--- src/rtl/reg_status_file_pkg.sv ---
// Shared widths, bus types and constants for the architectural register/rename-tag file.
package reg_status_file_pkg;

    localparam int REG_NUM = 32;
    localparam int REG_W   = 5;
    localparam int DATA_W  = 32;
    localparam int TAG_W   = 5;

    typedef logic [REG_W-1:0]  RegBus;
    typedef logic [DATA_W-1:0] RegValBus;
    typedef logic [TAG_W-1:0]  ROBTagBus;

    // Tag value meaning "no in-flight producer; the stored value is current".
    localparam ROBTagBus TAG_NONE = '0;

endpackage

--- src/rtl/reg_status_file.sv ---
// Architectural register file with per-register ROB rename tags.
// Optional macro REG_COMMIT_BYPASS_EN forwards a releasing commit to the same-cycle read ports.
module reg_status_file
    import reg_status_file_pkg::*;
#(
    parameter int REG_NUM = reg_status_file_pkg::REG_NUM,
    parameter int DATA_W  = reg_status_file_pkg::DATA_W,
    parameter int TAG_W   = reg_status_file_pkg::TAG_W
) (
    input  logic              clk_in,
    input  logic              rst_in,
    input  logic              rdy_in,
    input  RegBus             rs1_addr,
    input  RegBus             rs2_addr,
    output logic [DATA_W-1:0] rs1_val,
    output logic [TAG_W-1:0]  rs1_rely,
    output logic [DATA_W-1:0] rs2_val,
    output logic [TAG_W-1:0]  rs2_rely,
    input  logic              dispatch_rdy,
    input  RegBus             dispatch_rd,
    input  logic [TAG_W-1:0]  rob_next_tag,
    input  logic              write_rdy,
    input  RegBus             to_rd,
    input  logic [DATA_W-1:0] write_val,
    input  logic [TAG_W-1:0]  commit_tag,
    input  logic              clear
);

    localparam logic [TAG_W-1:0] TAG_CLR = TAG_W'(TAG_NONE);

    logic [DATA_W-1:0] val_q [REG_NUM];
    logic [DATA_W-1:0] val_d [REG_NUM];
    logic [TAG_W-1:0]  tag_q [REG_NUM];
    logic [TAG_W-1:0]  tag_d [REG_NUM];

    logic commit_en;
    logic rename_en;

    assign commit_en = write_rdy && (to_rd != '0);
    assign rename_en = dispatch_rdy && (dispatch_rd != '0) && !clear;

    function automatic void read_port(
        input  RegBus             addr,
        output logic [DATA_W-1:0] val,
        output logic [TAG_W-1:0]  rely
    );
        val  = val_q[addr];
        rely = tag_q[addr];
`ifdef REG_COMMIT_BYPASS_EN
        if (commit_en && (addr == to_rd) && (tag_q[to_rd] == commit_tag)) begin
            val  = write_val;
            rely = TAG_CLR;
        end
`endif
        if (addr == '0) begin
            val  = '0;
            rely = TAG_CLR;
        end
    endfunction

    always_comb begin
        read_port(rs1_addr, rs1_val, rs1_rely);
        read_port(rs2_addr, rs2_val, rs2_rely);
    end

    // Later statements override earlier ones, giving clear > rename > commit-tag-release.
    always_comb begin
        // NOTE: start from the held state so every element has a value on every path (no latches).
        val_d = val_q;
        tag_d = tag_q;
        if (rdy_in) begin
            if (commit_en) begin
                val_d[to_rd] = write_val;
                if (tag_q[to_rd] == commit_tag) begin
                    tag_d[to_rd] = TAG_CLR;
                end
            end
            if (rename_en) begin
                tag_d[dispatch_rd] = rob_next_tag;
            end
            if (clear) begin
                tag_d = '{default: TAG_CLR};
            end
        end
        val_d[0] = '0;
        tag_d[0] = TAG_CLR;
    end

    // NOTE: both arrays are architectural state that must read back zero after reset, so they are
    // reset here like ordinary flops rather than left to a RAM macro.
    always_ff @(posedge clk_in or negedge rst_in) begin
        if (!rst_in) begin
            val_q <= '{default: '0};
            tag_q <= '{default: TAG_CLR};
        end else begin
            // NOTE: non-blocking so every register samples the pre-edge state.
            val_q <= val_d;
            tag_q <= tag_d;
        end
    end

endmodule

--- config.mk ---
export PLATFORM = sky130hd
export DESIGN_NAME = reg_status_file
export DESIGN_NICKNAME = d
export VERILOG_FILES = /design/src/rtl/reg_status_file_pkg.sv /design/src/rtl/reg_status_file.sv
export SDC_FILE = /design/constraint.sdc
export NUM_CORES = 2
export LEC_CHECK = 0
export BUFFER_PORTS_ARGS = -buffer_cell sky130_fd_sc_hd__buf_2
export CAP_MARGIN = 20
export CORE_ASPECT_RATIO = 0.5
export CORE_UTILIZATION = 55
export CTS_BUF_LIST = sky130_fd_sc_hd__clkbuf_8
export DETAILED_ROUTE_END_ITERATION = 10
export PLACE_DENSITY = 0.79
export SLEW_MARGIN = 20
export SYNTH_ARGS = -nofsm -noshare
export SYNTH_HDL_FRONTEND = slang
export SYNTH_SLANG_ARGS = --single-unit
--- constraint.sdc ---
create_clock -name clk_in -period 4.6 [get_ports clk_in]
set_input_delay 0.23 -clock clk_in [delete_from_list [all_inputs] [get_ports clk_in]]
set_output_delay 0.23 -clock clk_in [all_outputs]
set_load 0.02 [all_outputs]
== Word level (Yosys, flattened, before mapping) ==
Index checks and enable logic that the tools add are counted.

* Memory bits (read-only): 0
* Memory bits (writable): 0
* Memories: 0
* Input port bits: 68
* Output and inout port bits: 74
* Word-level logic and storage cells: 118
* Flip-flop bits (word level): 1147
* Latch bits: 0

* Magnitude comparators: 6
* Shift operators: 0
* Reductions and logical operators: 11
* Add/subtract/negate cells: 0
* Bitwise operators: 6
* Multipliers: 0
* Divide/modulo/power cells: 0
* Mux-type cells: 32
* Eq/ne operators: 1

{| class="wikitable"
|+ Operator list
! operator !! number
|-
| bitwise mux 1024 bit || 1
|-
| 2-to-1 mux 160 bit || 3
|-
| binary-select mux 32 bit (select 5 bit) || 2
|-
| 2-to-1 mux 155 bit || 2
|-
| 2-to-1 mux 32 bit || 7
|-
| AND 155 x 160 -> 160 bit || 1
|-
| bitwise mux 160 bit || 1
|-
| demux 32 bit (select 5 bit) || 1
|-
| inverter 160 bit || 1
|-
| binary-select mux 5 bit (select 5 bit) || 3
|-
| demux 5 bit (select 5 bit) || 2
|-
| 2-to-1 mux 5 bit || 10
|-
| >= comparator 6 bit, second input constant || 4
|-
| inverter 5 -> 6 bit || 4
|-
| < comparator 6 x 1 -> 1 bit, second input constant || 2
|-
| zero test 5 bit || 2
|-
| nonzero test 5 bit || 2
|-
| equality test 5 bit || 1
|-
| logical AND 1 bit || 5
|-
| AND reduction 2 bit || 1
|-
| zero test 1 bit || 1
|}

== Logic depth before layout (Yosys ltp) ==
* Word-level depth: 13
* Depth in mapped cells: 13
* Depth with buffers taken out: 8

== Least setup slack after synthesis ==
Ideal clock, no wire load.

* Path type: input to output
* From: input port rs1_addr[0]
* To: output port rs1_rely[0]
* Arrival: 2637 ps
* Required time: 4370 ps
* Path buffers: 3
* Slack: 1733 ps
* Stages: 6
* Cell sequence: clkbuf_1 > clkbuf_1 > buf_1 > mux4_2 > mux4_2 > mux2_2

* Cells in the longest elaborated chain, start to end: 5
* Elaborated cells on any way between the ends: 6
* Those cells by class: mux (4); bitwise (1); reduce/logical (1)

{| class="wikitable"
|+ Ends and longest elaborated chain
! item !! RTL line !! source
|-
| start, declared || reg_status_file.sv:13 || <nowiki>input RegBus rs1_addr,</nowiki>
|-
| inverter 5 -> 6 bit (implied by the code) || reg_status_file.sv:48 || <nowiki>rely = tag_q[addr];</nowiki>
|-
| binary-select mux 5 bit (select 5 bit) || reg_status_file.sv:48 ||
|-
| 2-to-1 mux 5 bit (implied by the code) (2 in series) || reg_status_file.sv:48 ||
|-
| 2-to-1 mux 5 bit (*) || reg_status_file.sv:55 || <nowiki>if (addr == '0) begin</nowiki>
|-
| end, declared || reg_status_file.sv:16 || <nowiki>output logic [TAG_W-1:0] rs1_rely,</nowiki>
|}

Every way passes the cells marked *; elsewhere a longest branch is shown, timed or not. The select of a mux whose other input is x is not followed.

== Worst setup path after layout ==
* From: register tag_q[107] (netlist bit)
* To: register tag_q[131] (netlist bit)

* Cells in the longest elaborated chain, start to end: 10

{| class="wikitable"
|+ Ends and longest elaborated chain
! item !! RTL line !! source
|-
| start, declared || reg_status_file.sv:33 || <nowiki>logic [TAG_W-1:0] tag_q [REG_NUM];</nowiki>
|-
| start signal, assigned || reg_status_file.sv:98 || <nowiki>tag_q <= tag_d;</nowiki>
|-
| binary-select mux 5 bit (select 5 bit) (*) || reg_status_file.sv:74 || <nowiki>if (tag_q[to_rd] == commit_tag) begin</nowiki>
|-
| 2-to-1 mux 5 bit (implied by the code) (*) (2 in series) || reg_status_file.sv:74 ||
|-
| equality test 5 bit (*) || reg_status_file.sv:74 ||
|-
| 2-to-1 mux 160 bit (*) || reg_status_file.sv:74 ||
|-
| 2-to-1 mux 160 bit (*) || reg_status_file.sv:72 || <nowiki>if (commit_en) begin</nowiki>
|-
| 2-to-1 mux 160 bit (*) || reg_status_file.sv:71 || <nowiki>if (rdy_in) begin</nowiki>
|-
| bitwise mux 160 bit || reg_status_file.sv:79 || <nowiki>tag_d[dispatch_rd] = rob_next_tag;</nowiki>
|-
| 2-to-1 mux 155 bit (*) || reg_status_file.sv:78 || <nowiki>if (rename_en) begin</nowiki>
|-
| 2-to-1 mux 155 bit (*) || reg_status_file.sv:81 || <nowiki>if (clear) begin</nowiki>
|}

Marks and branches as above.
A chain may end at the register's enable or synchronous reset.

==> report_table.html <==
<table>
<tr><th>Metric</th><th>Value</th></tr>
<tr><th colspan="2">Die</th></tr>
<tr><td>Site row count</td><td>between 80 and 90</td></tr>
<tr><td>Initial cell density of the core</td><td>55.5%</td></tr>
<tr><td>Number of primary I/O pins</td><td>approximately 140</td></tr>
<tr><td>Horiz. Die Dim</td><td>484 um</td></tr>
<tr><td>Area enclosed by the die boundary</td><td>118000 um^2</td></tr>
<tr><td>Core Region</td><td>115000 um^2</td></tr>
<tr><td>DIE HEIGHT</td><td>243 um</td></tr>
<tr><th colspan="2">Routing</th></tr>
<tr><td>First DRT Iteration DRCs</td><td>~5400</td></tr>
<tr><td>DRC violations left</td><td>0</td></tr>
<tr><td>Average via count per standard cell</td><td>7.30</td></tr>
<tr><td>Final routed wirelength across all metal layers</td><td>202000 um</td></tr>
<tr><td>Routed vias</td><td>approximately 43000</td></tr>
<tr><td>Routed wire per std cell</td><td>around 34 um</td></tr>
<tr><td>Detailed-routing iteration count for the pre-antenna-repair pass</td><td>6</td></tr>
<tr><td>Routed Antenna Nets</td><td>0</td></tr>
<tr><th colspan="2">Clock network</th></tr>
<tr><td>CTS clock-pin slew for the worst setup and hold paths</td><td>70 ps</td></tr>
<tr><td>Total clock buffers created by CTS</td><td>166</td></tr>
<tr><td>Clock Sink Count</td><td>around 1100</td></tr>
<tr><td>CTS max path bufs</td><td>3</td></tr>
<tr><td>Clock H-tree levels</td><td>4</td></tr>
<tr><td>Clk Latency, worst-skew pair</td><td>900 ps</td></tr>
<tr><td>TritonCTS clock tree</td><td>done</td></tr>
<tr><td>CTS Root Cell</td><td>clkbuf_8</td></tr>
<tr><th colspan="2">Synthesis</th></tr>
<tr><td>Cell type contributing the most total cell area after synthesis</td><td>dfrtp_1</td></tr>
<tr><td>Syn avg cell area</td><td>15.1 um^2</td></tr>
<tr><td>Fraction of synthesized cell area taken by the top area cell type</td><td>about 45%</td></tr>
<tr><td>Top cells by instance count after synthesis</td><td>dfrtp_1, mux2_2, mux4_2</td></tr>
<tr><td>Post-synthesis sequential area ratio</td><td>44.9%</td></tr>
<tr><td>Prevailing post-synth register cell</td><td>dfrtp_1</td></tr>
<tr><td>Total of flip-flops plus latches after synthesis</td><td>1147</td></tr>
<tr><td>Post-Synthesis Cells</td><td>4244</td></tr>
<tr><td>Async set-reset flop share out of synthesis</td><td>between 90% and 100%</td></tr>
<tr><td>Synth area leaders</td><td>dfrtp_1, mux4_2, mux2_2</td></tr>
<tr><td>Synth Cell Area</td><td>between 60000 and 70000 um^2</td></tr>
<tr><td>Count of flip-flops with a built-in enable after synthesis</td><td>0</td></tr>
<tr><td>Total nets after synthesis</td><td>roughly 4300</td></tr>
<tr><td>Dominant cell by count in the synthesized netlist</td><td>dfrtp_1</td></tr>
<tr><td>Warnings from Yosys</td><td>0</td></tr>
<tr><td>Number of distinct library cell variants in the gate-level netlist after synthesis</td><td>55</td></tr>
<tr><th colspan="2">Setup path</th></tr>
<tr><td>Startpoint type of the worst setup path</td><td>flip-flop</td></tr>
<tr><td>Critical register-to-register path endpoint</td><td>tag_q[131]</td></tr>
<tr><td>Highest net fanout along the worst path</td><td>11</td></tr>
<tr><td>Start-to-end type of the worst setup path</td><td>flip-flop to flip-flop</td></tr>
<tr><td>Worst path top cell family by delay</td><td>compound AO/OA/AOI/OAI gates</td></tr>
<tr><td>Path length in cells of the critical path</td><td>8</td></tr>
<tr><td>Critical Path RT</td><td>5320 ps</td></tr>
<tr><td>Setup crit end kind</td><td>flip-flop</td></tr>
<tr><td>Crit-path max cell delay</td><td>560 ps</td></tr>
<tr><td>Arrival time of the worst setup path</td><td>just over 4000 ps</td></tr>
<tr><td>Start point of the critical path</td><td>tag_q[107]</td></tr>
<tr><td>Cell-by-cell trace of the critical path</td><td>mux4_2 &gt; a22o_1 &gt; or3b_1 &gt; o311ai_1 &gt; nand4_4 &gt; buf_4 &gt; o41ai_2 &gt; o221ai_1</td></tr>
<tr><td>Worst reg2reg startpoint</td><td>tag_q[107]</td></tr>
<tr><td>Max stage delay cell, worst path</td><td>o41ai_2</td></tr>
<tr><td>Setup slack of the worst register-to-register path</td><td>between 1000 and 1500 ps</td></tr>
<tr><td>Worst path buffer plus inverter count</td><td>1</td></tr>
<tr><td>Critical path capture point</td><td>tag_q[131]</td></tr>
<tr><td>Number of cells on the worst reg-to-reg path</td><td>8</td></tr>
<tr><th colspan="2">Place</th></tr>
<tr><td>Placement-stage worst setup slack</td><td>761 ps</td></tr>
<tr><td>Detailed-placement wirelength estimate</td><td>around 120000 um</td></tr>
<tr><td>Last weighted congestion value of the routability-driven placer</td><td>1.04</td></tr>
<tr><td>Post-Place Cells</td><td>5593</td></tr>
<tr><td>Port Buf Inserts</td><td>141</td></tr>
<tr><th colspan="2">Timing</th></tr>
<tr><td>Final worst clock skew</td><td>42.8 ps</td></tr>
<tr><td>Setup repair after global routing missed its margin</td><td>false</td></tr>
<tr><td># setup viols final</td><td>0</td></tr>
<tr><td>Relative slew margins</td><td>23.7%</td></tr>
<tr><td>Final worst setup slack</td><td>1170 ps</td></tr>
<tr><td>Time the final worst path needs with I/O delays and setup</td><td>roughly 3400 ps</td></tr>
<tr><td>Hold Violations, Final</td><td>0</td></tr>
<tr><td>Final Slew Violations</td><td>0</td></tr>
<tr><td>Final total negative setup slack</td><td>0 ps</td></tr>
<tr><td>Worst Tran Pin Value</td><td>1140 ps</td></tr>
<tr><td>Portion of the clock cycle consumed by the worst path in the final layout</td><td>approximately three quarters</td></tr>
<tr><td>Max frequency</td><td>0.291 GHz</td></tr>
<tr><th colspan="2">Worst hold path</th></tr>
<tr><td>Hold Path Class</td><td>primary input to asynchronous set/reset pin</td></tr>
<tr><th colspan="2">Final layout</th></tr>
<tr><td>Count of non-filler cells in the finished layout</td><td>5935</td></tr>
<tr><td>Number of nets in the layout</td><td>between 4000 and 5000</td></tr>
<tr><td>Layout Area Growth over Synthesis</td><td>9.90%</td></tr>
<tr><td>Area of the multi-input gates</td><td>33600 um^2</td></tr>
<tr><td>Sequential Area</td><td>28700 um^2</td></tr>
<tr><td>Fraction of layout cells with a size suffix above 1</td><td>54.0%</td></tr>
<tr><td>Number of fill cells</td><td>between 8000 and 9000</td></tr>
<tr><th colspan="2">Outcome</th></tr>
<tr><td>Run status</td><td>complete, no violations</td></tr>
<tr><th colspan="2">Global routing</th></tr>
<tr><td>Antenna violations before repair</td><td>6</td></tr>
<tr><td>Overall routing resource usage</td><td>34.7%</td></tr>
<tr><td>Leftover overflow at the end of global routing</td><td>0</td></tr>
<tr><td>Maximum number of pins on one net before global-route repair</td><td>158</td></tr>
<tr><td>Vias in the first global route</td><td>between 40000 and 50000</td></tr>
<tr><td>Global-route wire length before repair</td><td>301000 um</td></tr>
<tr><th colspan="2">Run</th></tr>
<tr><td>Max-cap violations</td><td>0</td></tr>
<tr><th colspan="2">Power and ir drop</th></tr>
<tr><td>Peak ir drop on the vdd network</td><td>0.000288 V</td></tr>
<tr><td>Pwr/cell area</td><td>376 nW/um^2</td></tr>
<tr><td>Leakage power figure</td><td>just over 30 nW</td></tr>
</table>
## worst min-delay path by stage
stage                 endpoint  slack (ps)  depth (start not counted)
floorplan             tag_q[0]         -70                          0
global route        val_q[232]          80                          2
finish              val_q[168]           8                          2
detailed placement  val_q[168]         350                          1
global placement    val_q[200]         340                          1
CTS                 val_q[778]           6                          2
## per-layer routing
metal	part of all wire, %	GRT usage, %	vias up
met5	0.026	0.242	-
met4	5.1	17.2	2
met3	11	8.80	599
met2	45	51.5	2843
met1	38	47.9	23200
li1	-	-	16700
## state kept, by name (all words and copies together) (netlist names)
signal,count
val_q,992
tag_q,155
## cells in the final DEF (no fill, tap or decap), types with 5 or more instances in the layout
cell type,instances
o41ai_2,14
nor2_1,52
nor2b_1,16
a21o_1,31
clkinv_2,28
o22ai_1,5
dlygate4sd3_1,37
mux2i_1,47
buf_12,43
o41a_1,14
dfrtp_1,1147
nor4_1,5
mux2_2,1144
nand2b_1,8
nand3_1,17
a21oi_1,69
buf_4,75
a31o_1,30
o2bb2ai_1,72
o21ai_0,40
diode_2,7
clkbuf_8,202
nand2_1,121
nor2_4,21
buf_8,5
inv_1,128
o221ai_1,51
a31o_2,10
buf_2,129
mux4_2,674
a22oi_1,7
a22o_1,75
## layout make-up
| type | instances | share of cell area [%] |
|---|---|---|
| timing repair buffer | 291 | 3.61 |
| tap | 1530 | 2.72 |
| sequential | 1147 | 40.8 |
| clock inverter | 96 | 0.754 |
| clock buffer | 202 | 3.95 |
| multi-input combinational | 2587 | 47.7 |
| inverter | 75 | 0.404 |
| antenna | 7 | 0.0249 |
## through the flow
step | hold WS [ps] | instance area [um^2] | utilization [%] | total power (W)
after CTS | 5.64 | 70300 | 61.0 | 0.0264
after global placement | 340 | 66600 | 57.8 | 0.0177
after floorplan | -65.6 | 64000 | - | 0.0162
after detailed placement | 352 | 66600 | 57.8 | 0.0181
final | 7.74 | 70300 | 61.0 | 0.0264
after global routing | 81.2 | 70300 | 61.0 | 0.0274
## cell families (layout without fill, tap and decap cells)
group | count (synthesis) | after routing | synth area share, %
other | 0 | 7 | 0
flip-flops | 1147 | 1147 | 44.9
buffers and inverters | 510 | 664 | 3.07
AO/OA/AOI/OAI | 442 | 442 | 5.50
multiplexers | 1868 | 1868 | 44.6
AND/OR/NAND/NOR | 274 | 274 | 1.91
XOR/XNOR | 3 | 3 | 0.0411
## power breakdown
part | internal [W] | total [W] | switching [W]
clock | 0.00412 | 0.00838 | 0.00426
sequential | 0.0114 | 0.0127 | 0.00128
combinational | 0.00302 | 0.00535 | 0.00233
total | 0.0186 | 0.0264 | 0.00787
## timing repair
| item | in CTS | in global routing |
|---|---|---|
| endpoints found under the setup margin | 0 | 0 |
| hold endpoints to repair | 1252 | 0 |
| resized for setup | 0 | 0 |
| setup buffers | 0 | 0 |
| hold buffers | 37 | 0 |
No activity file was read; power rests on OpenSTA's default activity.
